===== src/rtl/uart_frame_tx.sv =====
// ---------------------------------------------------------------------------
// uart_frame_tx
//
// Purpose:
//   CPU-side transmit framer. The CPU writes 16-bit words over the io bus
//   into an internal word FIFO and then issues a send command. The block
//   turns the buffered words into a checksummed byte frame and hands it,
//   one byte at a time, to a shared uart through its
//   transmit / tx_byte / is_transmitting handshake.
//
//   Frame layout: HDR_BYTE, LEN, {hi, lo} for each of LEN words, CHK
//   where CHK is the XOR of every preceding byte of the frame.
//
// Register map (io bus, 16-bit addresses):
//   0x0000 W  DATA    push a word into the FIFO (dropped and overflow set
//                     when the FIFO is full)
//   0x0002 W  CTRL    bit0 send, bit1 clear overflow
//   0x0002 R  STATUS  [8:4] count, [3] overflow, [2] full, [1] empty, [0] busy
//   0x0004 R  LASTLEN {8'b0, length of the most recently started frame}
//
// Ports:
//   clk_i              system clock, rising edge
//   rst_n_i            asynchronous active-low reset
//   io_stb_i           io bus strobe
//   io_we_i            io bus write enable (1 = write, 0 = read)
//   io_addr_i[15:0]    io bus register address
//   io_dat_i[15:0]     io bus write data
//   io_ack_o           io bus acknowledge (zero wait states)
//   io_dat_o[15:0]     io bus read data (combinational)
//   tx_byte_o[7:0]     byte presented to the uart
//   transmit_o         one-cycle start pulse to the uart
//   is_transmitting_i  uart busy flag
//   busy_o             frame in progress
// ---------------------------------------------------------------------------
module uart_frame_tx #(
    parameter int          DEPTH    = 16,
    parameter logic [7:0]  HDR_BYTE = 8'h20,
    parameter int          CW       = $clog2(DEPTH) + 1
) (
    input  logic        clk_i,
    input  logic        rst_n_i,
    input  logic        io_stb_i,
    input  logic        io_we_i,
    input  logic [15:0] io_addr_i,
    input  logic [15:0] io_dat_i,
    output logic        io_ack_o,
    output logic [15:0] io_dat_o,
    output logic [7:0]  tx_byte_o,
    output logic        transmit_o,
    input  logic        is_transmitting_i,
    output logic        busy_o
);

    localparam int AW = $clog2(DEPTH);

    localparam logic [15:0] ADDR_DATA    = 16'h0000;
    localparam logic [15:0] ADDR_CTRL    = 16'h0002;
    localparam logic [15:0] ADDR_LASTLEN = 16'h0004;

    typedef enum logic [2:0] {
        ST_IDLE,
        ST_LOAD,
        ST_PULSE,
        ST_WAIT_HI,
        ST_WAIT_LO
    } state_e;

    typedef enum logic [2:0] {
        PH_HDR,
        PH_LEN,
        PH_HI,
        PH_LO,
        PH_CHK
    } phase_e;

    // FSM and frame registers
    state_e         state_q, state_d;
    phase_e         phase_q, phase_d;
    logic [7:0]     tx_byte_q, tx_byte_d;
    logic [7:0]     chk_q, chk_d;
    logic [CW-1:0]  words_rem_q, words_rem_d;
    logic [7:0]     last_len_q, last_len_d;

    // FIFO registers
    logic [15:0]    mem_q [DEPTH];
    logic [AW-1:0]  wr_ptr_q, wr_ptr_d;
    logic [AW-1:0]  rd_ptr_q, rd_ptr_d;
    logic [CW-1:0]  count_q, count_d;
    logic           ovf_q, ovf_d;

    // Bus decode and FIFO control
    logic           wr_stb;
    logic           data_wr;
    logic           ctrl_wr;
    logic           fifo_full;
    logic           fifo_empty;
    logic           push;
    logic           pop;
    logic           ovf_set;
    logic           ovf_clr;
    logic           send_ok;
    logic [15:0]    head_word;
    logic [15:0]    status_word;

    // -----------------------------------------------------------------------
    // io bus decode. Full/empty come from the registered count, so they
    // reflect the FIFO as it stands before the current edge.
    // -----------------------------------------------------------------------
    assign io_ack_o   = io_stb_i;
    assign wr_stb     = io_stb_i & io_we_i;
    assign data_wr    = wr_stb && (io_addr_i == ADDR_DATA);
    assign ctrl_wr    = wr_stb && (io_addr_i == ADDR_CTRL);

    assign fifo_full  = (count_q == CW'(DEPTH));
    assign fifo_empty = (count_q == '0);

    assign push       = data_wr & ~fifo_full;
    assign ovf_set    = data_wr & fifo_full;
    assign ovf_clr    = ctrl_wr & io_dat_i[1];
    assign send_ok    = ctrl_wr & io_dat_i[0] & (state_q == ST_IDLE) & ~fifo_empty;

    // A word leaves the FIFO once its low byte has been launched.
    assign pop        = (state_q == ST_PULSE) && (phase_q == PH_LO);

    assign head_word  = mem_q[rd_ptr_q];

    assign busy_o     = (state_q != ST_IDLE);
    assign transmit_o = (state_q == ST_PULSE);
    assign tx_byte_o  = tx_byte_q;

    // -----------------------------------------------------------------------
    // Read mux, combinational while a read strobe is present.
    // -----------------------------------------------------------------------
    assign status_word = {7'b0, 5'(count_q), ovf_q, fifo_full, fifo_empty, busy_o};

    always_comb begin
        io_dat_o = 16'h0000;
        if (io_stb_i && !io_we_i) begin
            case (io_addr_i)
                ADDR_CTRL:    io_dat_o = status_word;
                ADDR_LASTLEN: io_dat_o = {8'h00, last_len_q};
                default:      io_dat_o = 16'h0000;
            endcase
        end
    end

    // -----------------------------------------------------------------------
    // FIFO next-state. A simultaneous push and pop both take effect and
    // leave the count unchanged; pointers wrap naturally since DEPTH is a
    // power of two. A clear-overflow request beats a same-edge overflow.
    // -----------------------------------------------------------------------
    always_comb begin
        wr_ptr_d = wr_ptr_q;
        rd_ptr_d = rd_ptr_q;
        count_d  = count_q;
        ovf_d    = ovf_q;

        if (push) begin
            wr_ptr_d = wr_ptr_q + AW'(1);
        end
        if (pop) begin
            rd_ptr_d = rd_ptr_q + AW'(1);
        end

        case ({push, pop})
            2'b10:   count_d = count_q + CW'(1);
            2'b01:   count_d = count_q - CW'(1);
            default: count_d = count_q;
        endcase

        if (ovf_clr) begin
            ovf_d = 1'b0;
        end else if (ovf_set) begin
            ovf_d = 1'b1;
        end
    end

    // FIFO storage needs no reset; only the pointers and count define content.
    always_ff @(posedge clk_i) begin
        if (push) begin
            mem_q[wr_ptr_q] <= io_dat_i;
        end
    end

    always_ff @(posedge clk_i or negedge rst_n_i) begin
        if (!rst_n_i) begin
            wr_ptr_q <= '0;
            rd_ptr_q <= '0;
            count_q  <= '0;
            ovf_q    <= 1'b0;
        end else begin
            wr_ptr_q <= wr_ptr_d;
            rd_ptr_q <= rd_ptr_d;
            count_q  <= count_d;
            ovf_q    <= ovf_d;
        end
    end

    // -----------------------------------------------------------------------
    // Framing FSM next-state. words_rem counts words still to be popped for
    // this frame; it is decremented at the LO pulse, so by WAIT_LO it tells
    // whether another HI/LO pair follows or the checksum is due. LEN comes
    // from last_len, which is latched at send time.
    // -----------------------------------------------------------------------
    always_comb begin
        state_d     = state_q;
        phase_d     = phase_q;
        tx_byte_d   = tx_byte_q;
        chk_d       = chk_q;
        words_rem_d = words_rem_q;
        last_len_d  = last_len_q;

        case (state_q)
            ST_IDLE: begin
                if (send_ok) begin
                    state_d     = ST_LOAD;
                    phase_d     = PH_HDR;
                    chk_d       = 8'h00;
                    words_rem_d = count_q;
                    last_len_d  = 8'(count_q);
                end
            end

            ST_LOAD: begin
                case (phase_q)
                    PH_HDR:  tx_byte_d = HDR_BYTE;
                    PH_LEN:  tx_byte_d = last_len_q;
                    PH_HI:   tx_byte_d = head_word[15:8];
                    PH_LO:   tx_byte_d = head_word[7:0];
                    PH_CHK:  tx_byte_d = chk_q;
                    default: tx_byte_d = tx_byte_q;
                endcase
                state_d = ST_PULSE;
            end

            ST_PULSE: begin
                chk_d = chk_q ^ tx_byte_q;
                if (pop) begin
                    words_rem_d = words_rem_q - CW'(1);
                end
                state_d = ST_WAIT_HI;
            end

            ST_WAIT_HI: begin
                if (is_transmitting_i) begin
                    state_d = ST_WAIT_LO;
                end
            end

            ST_WAIT_LO: begin
                if (!is_transmitting_i) begin
                    state_d = ST_LOAD;
                    case (phase_q)
                        PH_HDR: phase_d = PH_LEN;
                        PH_LEN: phase_d = PH_HI;
                        PH_HI:  phase_d = PH_LO;
                        PH_LO:  phase_d = (words_rem_q == '0) ? PH_CHK : PH_HI;
                        PH_CHK: begin
                            phase_d = PH_HDR;
                            state_d = ST_IDLE;
                        end
                        default: begin
                            phase_d = PH_HDR;
                            state_d = ST_IDLE;
                        end
                    endcase
                end
            end

            default: begin
                state_d = ST_IDLE;
                phase_d = PH_HDR;
            end
        endcase
    end

    // Framing state register; reset aborts any frame in flight immediately.
    always_ff @(posedge clk_i or negedge rst_n_i) begin
        if (!rst_n_i) begin
            state_q     <= ST_IDLE;
            phase_q     <= PH_HDR;
            tx_byte_q   <= 8'h00;
            chk_q       <= 8'h00;
            words_rem_q <= '0;
            last_len_q  <= 8'h00;
        end else begin
            state_q     <= state_d;
            phase_q     <= phase_d;
            tx_byte_q   <= tx_byte_d;
            chk_q       <= chk_d;
            words_rem_q <= words_rem_d;
            last_len_q  <= last_len_d;
        end
    end

endmodule


===== config.mk =====
export PLATFORM = sky130hd
export DESIGN_NAME = uart_frame_tx
export DESIGN_NICKNAME = d
export VERILOG_FILES = /design/src/rtl/uart_frame_tx.sv
export SDC_FILE = /design/constraint.sdc
export NUM_CORES = 1
export LEC_CHECK = 0
export ABC_AREA = 1
export CAP_MARGIN = 20
export CORE_ASPECT_RATIO = 0.75
export CORE_MARGIN = 2
export CORE_UTILIZATION = 30
export DETAILED_ROUTE_END_ITERATION = 10
export PLACE_DENSITY = 0.42
export SYNTH_ARGS = -nofsm -noshare
export SYNTH_HDL_FRONTEND = slang
export SYNTH_SLANG_ARGS = --single-unit
export TNS_END_PERCENT = 20

===== constraint.sdc =====
create_clock -name clk_i -period 6.41 [get_ports clk_i]
set_input_delay 0.641 -clock clk_i [delete_from_list [all_inputs] [get_ports clk_i]]
set_output_delay 0.641 -clock clk_i [all_outputs]
set_load 0.03 [all_outputs]

==> flow_summary.toml <==
[floorplan]
die_h_um = 188
dieWidth_um = 249
die_area_um2 = 46900
io_pins = 64
start_util_pct = 30.4
num_rows = 67
core_um2 = 44600

[timing]
max_freq_mhz = 280
hold_viol_final = 0
tns_ns = 0
rsz0062_at_grt = "no"
tightest_slew_ns = 1.07
final_max_slew_viol_count = 0
hold_ws_ns = 0.232
finalClockSkew_ns = 0.0148
post-route-min-period_ns = 3.57
fin_crit_sh_pct = 55.8
relSlewSlack_pct = 28.5
setup-violations-final = 0

[worst_setup_path]
r2r_start = "rd_ptr_q[0]"
r2r_cells = 12
cp.arrival_ns = 2.93
worstSetupStartpointType = "primary input"
startpoint = "io_addr_i[15]"
cp.required_ns = 5.77
crit_end = "io_dat_o[5]"
worstReg2RegEnd = "tx_byte_o[3]"
endpoint_kind = "output pin"
reg2reg_slack_ns = 3.42
criticalPathCategory = "primary input to output pin"
critPathMaxFanout = 6

[logic_synthesis]
synth_ff_type = "edfxtp_1"
yosysWarnings = 0
synth_edf_count = 256
syn_inst = 1374
synth_area_um2 = 13500
ys_seq_area_share_pct = 65.3
synth-seq-cells = 302
synthArstFlopShare_pct = 15.2
synth_cell_types = 33
avgSynthCellArea_um2 = 9.86

[status]
outcome = "finished, final reports clean"

[min_path]
hold_class = "primary input to asynchronous set/reset pin"

[layout]
stdcell_count = 2041
syn_to_final_growth_pct = 16.8
utilization_pct = 35.5
drive_above_1_share_pct = 6.74
nNetsFinal = 1477
fillers = 4472

[route]
viasPerCell = 4.62
num_vias = 9421
wirelength_mm = 39.1
ant_nets = 0
top_layer = "met5"
detail_route.first_pass.iterations = 6
wl_met3_mm = 1.86
initialDrtViolationCount = 744
routedWlPerCell_um = 19.2
wl_met2_mm = 16.7
drc = 0
met1_length_mm = 20.0

[clocking]
hold_buffers = 0
cts_root_buffer = "clkbuf_16"
cts_resized = 0
clkSinkCount = 302
cts_setup_buffers = 0
htree_levels = 2
clockBufferDepth = 3
insertion_delay_ns = 0.52
path_clk_slew_ns = 0.06
numCtsBuffers = 34
cts_tree = "done"

[global_routing]
grt_usage_pct = 16.8
antenna_found_initial = 2
grt_max_degree = 80
grt_pass1_vias = 9079
grt_overflow = 0
grt_first_pass_wirelength_mm = 58.9

[run]
cap_violations = 0

[pwr]
leakage_uw = 0.00638
power.density_nw_per_um2 = 282
ir_drop_mv = 0.189
finalPower_uw = 4470

[placed_design]
post-place-cells = 1980
portBuffers = 56
dp_hpwl_mm = 23.9
gp_congestion = 0.768
-- power breakdown --
| group | internal (uW) | switching, uW | total, uW | leakage [uW] |
|---|---|---|---|---|
| clock | 1150 | 780 | 1930 | 0.000524 |
| combinational | 111 | 224 | 335 | 0.00296 |
| sequential | 2170 | 33.8 | 2200 | 0.00289 |
| total | 3430 | 1040 | 4470 | 0.00638 |
-- worst min-delay path by stage --
stage                          end  slack [ns]  depth (start not counted)
floorplan                 chk_q[0]        0.35                          0
CTS                       chk_q[5]        0.24                          2
global placement    words_rem_q[4]        0.46                          2
detailed placement  words_rem_q[4]        0.48                          2
global route           rd_ptr_q[2]        0.28                          2
finish                tx_byte_o[4]        0.23                          2
-- cells in the final DEF, fill, tap and decap left out, drive strengths merged --
cell type      count
clkbuf            52
or2                3
nand4              9
nor4               2
inv              165
buf               23
nand2            464
clkinv             9
diode              1
xnor2             10
dfrtp             46
nor2              75
a211oi             1
nand3            179
o22ai              6
xor2              10
a31oi              2
o21bai             1
o21ai             43
conb               7
ha                10
a21oi             13
clkdlybuf4s50     55
and3               1
nor3               9
edfxtp           256
o211ai             1
bufinv             2
-- synthesized netlist by cell type (all sizes together) (6+ instances only) --
cell type	n	area share, %
a21oi	13	0.48
buf	49	2.1
clkbuf	15	0.42
dfrtp	46	8.5
edfxtp	256	57
ha	10	0.92
inv	165	4.6
nand2	464	13
nand3	179	6.6
nand4	9	0.42
nor2	75	2.2
nor3	9	0.37
o21ai	43	1.6
o22ai	6	0.28
xnor2	10	0.65
xor2	10	0.65
-- cells by family (layout without fill, tap and decap cells) --
| kind of cell | count (synthesis) | after routing | synth area share (%) |
|---|---|---|---|
| flip-flops | 302 | 302 | 65.3 |
| AND/OR/NAND/NOR | 742 | 742 | 22.7 |
| XOR/XNOR | 20 | 20 | 1.29 |
| buffers and inverters | 232 | 306 | 7.14 |
| other | 1 | 8 | 0.0277 |
| AO/OA/AOI/OAI | 67 | 67 | 2.61 |
| adder cells (fa/ha/maj) | 10 | 10 | 0.924 |
-- routing by layer --
| metal | GRT usage, % | vias up |
|---|---|---|
| li1 | - | 4608 |
| met1 | 25.5 | 4599 |
| met2 | 25.1 | 171 |
| met3 | 2.85 | 41 |
| met4 | 3.59 | 2 |
| met5 | 0 | - |
-- critical path, stage by stage --
cell,delay [ns]
clkdlybuf4s50_1,0.40
nor2_1,0.11
nand2_1,0.07
nor2_2,0.16
nand2_1,0.10
nor2_1,0.40
inv_1,0.16
nor3_1,0.17
clkdlybuf4s50_1,0.71
-- sequential cells by signal (all words and copies together) (netlist names) --
name and flops:
last_len_q 5, state_q 3, phase_q 3, rd_ptr_q 4
chk_q 8, tx_byte_o 8, mem_q 256, words_rem_q 5
count_q 5, wr_ptr_q 4, ovf_q 1
-- final cells by class --
cell class                      count  area [um^2]  share of cell area [%]
Antenna cell                        1         2.50                  0.0158
Clock buffer                       52          992                    6.28
Clock inverter                      8         86.3                   0.546
Inverter                          168          633                    4.00
Multi-Input combinational cell    846         3800                    24.0
Sequential cell                   302         8840                    55.9
Tap cell                          586          733                    4.64
Timing Repair Buffer               78          721                    4.56
-- per-stage QoR --
stage | area [um^2] | setup WS [ns]
6_report | 15800 | 2.84
5_1_grt | 15800 | 2.69
4_1_cts | 15800 | 2.85
3_5_place_dp | 14700 | 2.79
3_3_place_gp | 14700 | 2.79
2_1_floorplan | 13600 | 3.67
Power figures use the tool's default switching activity.
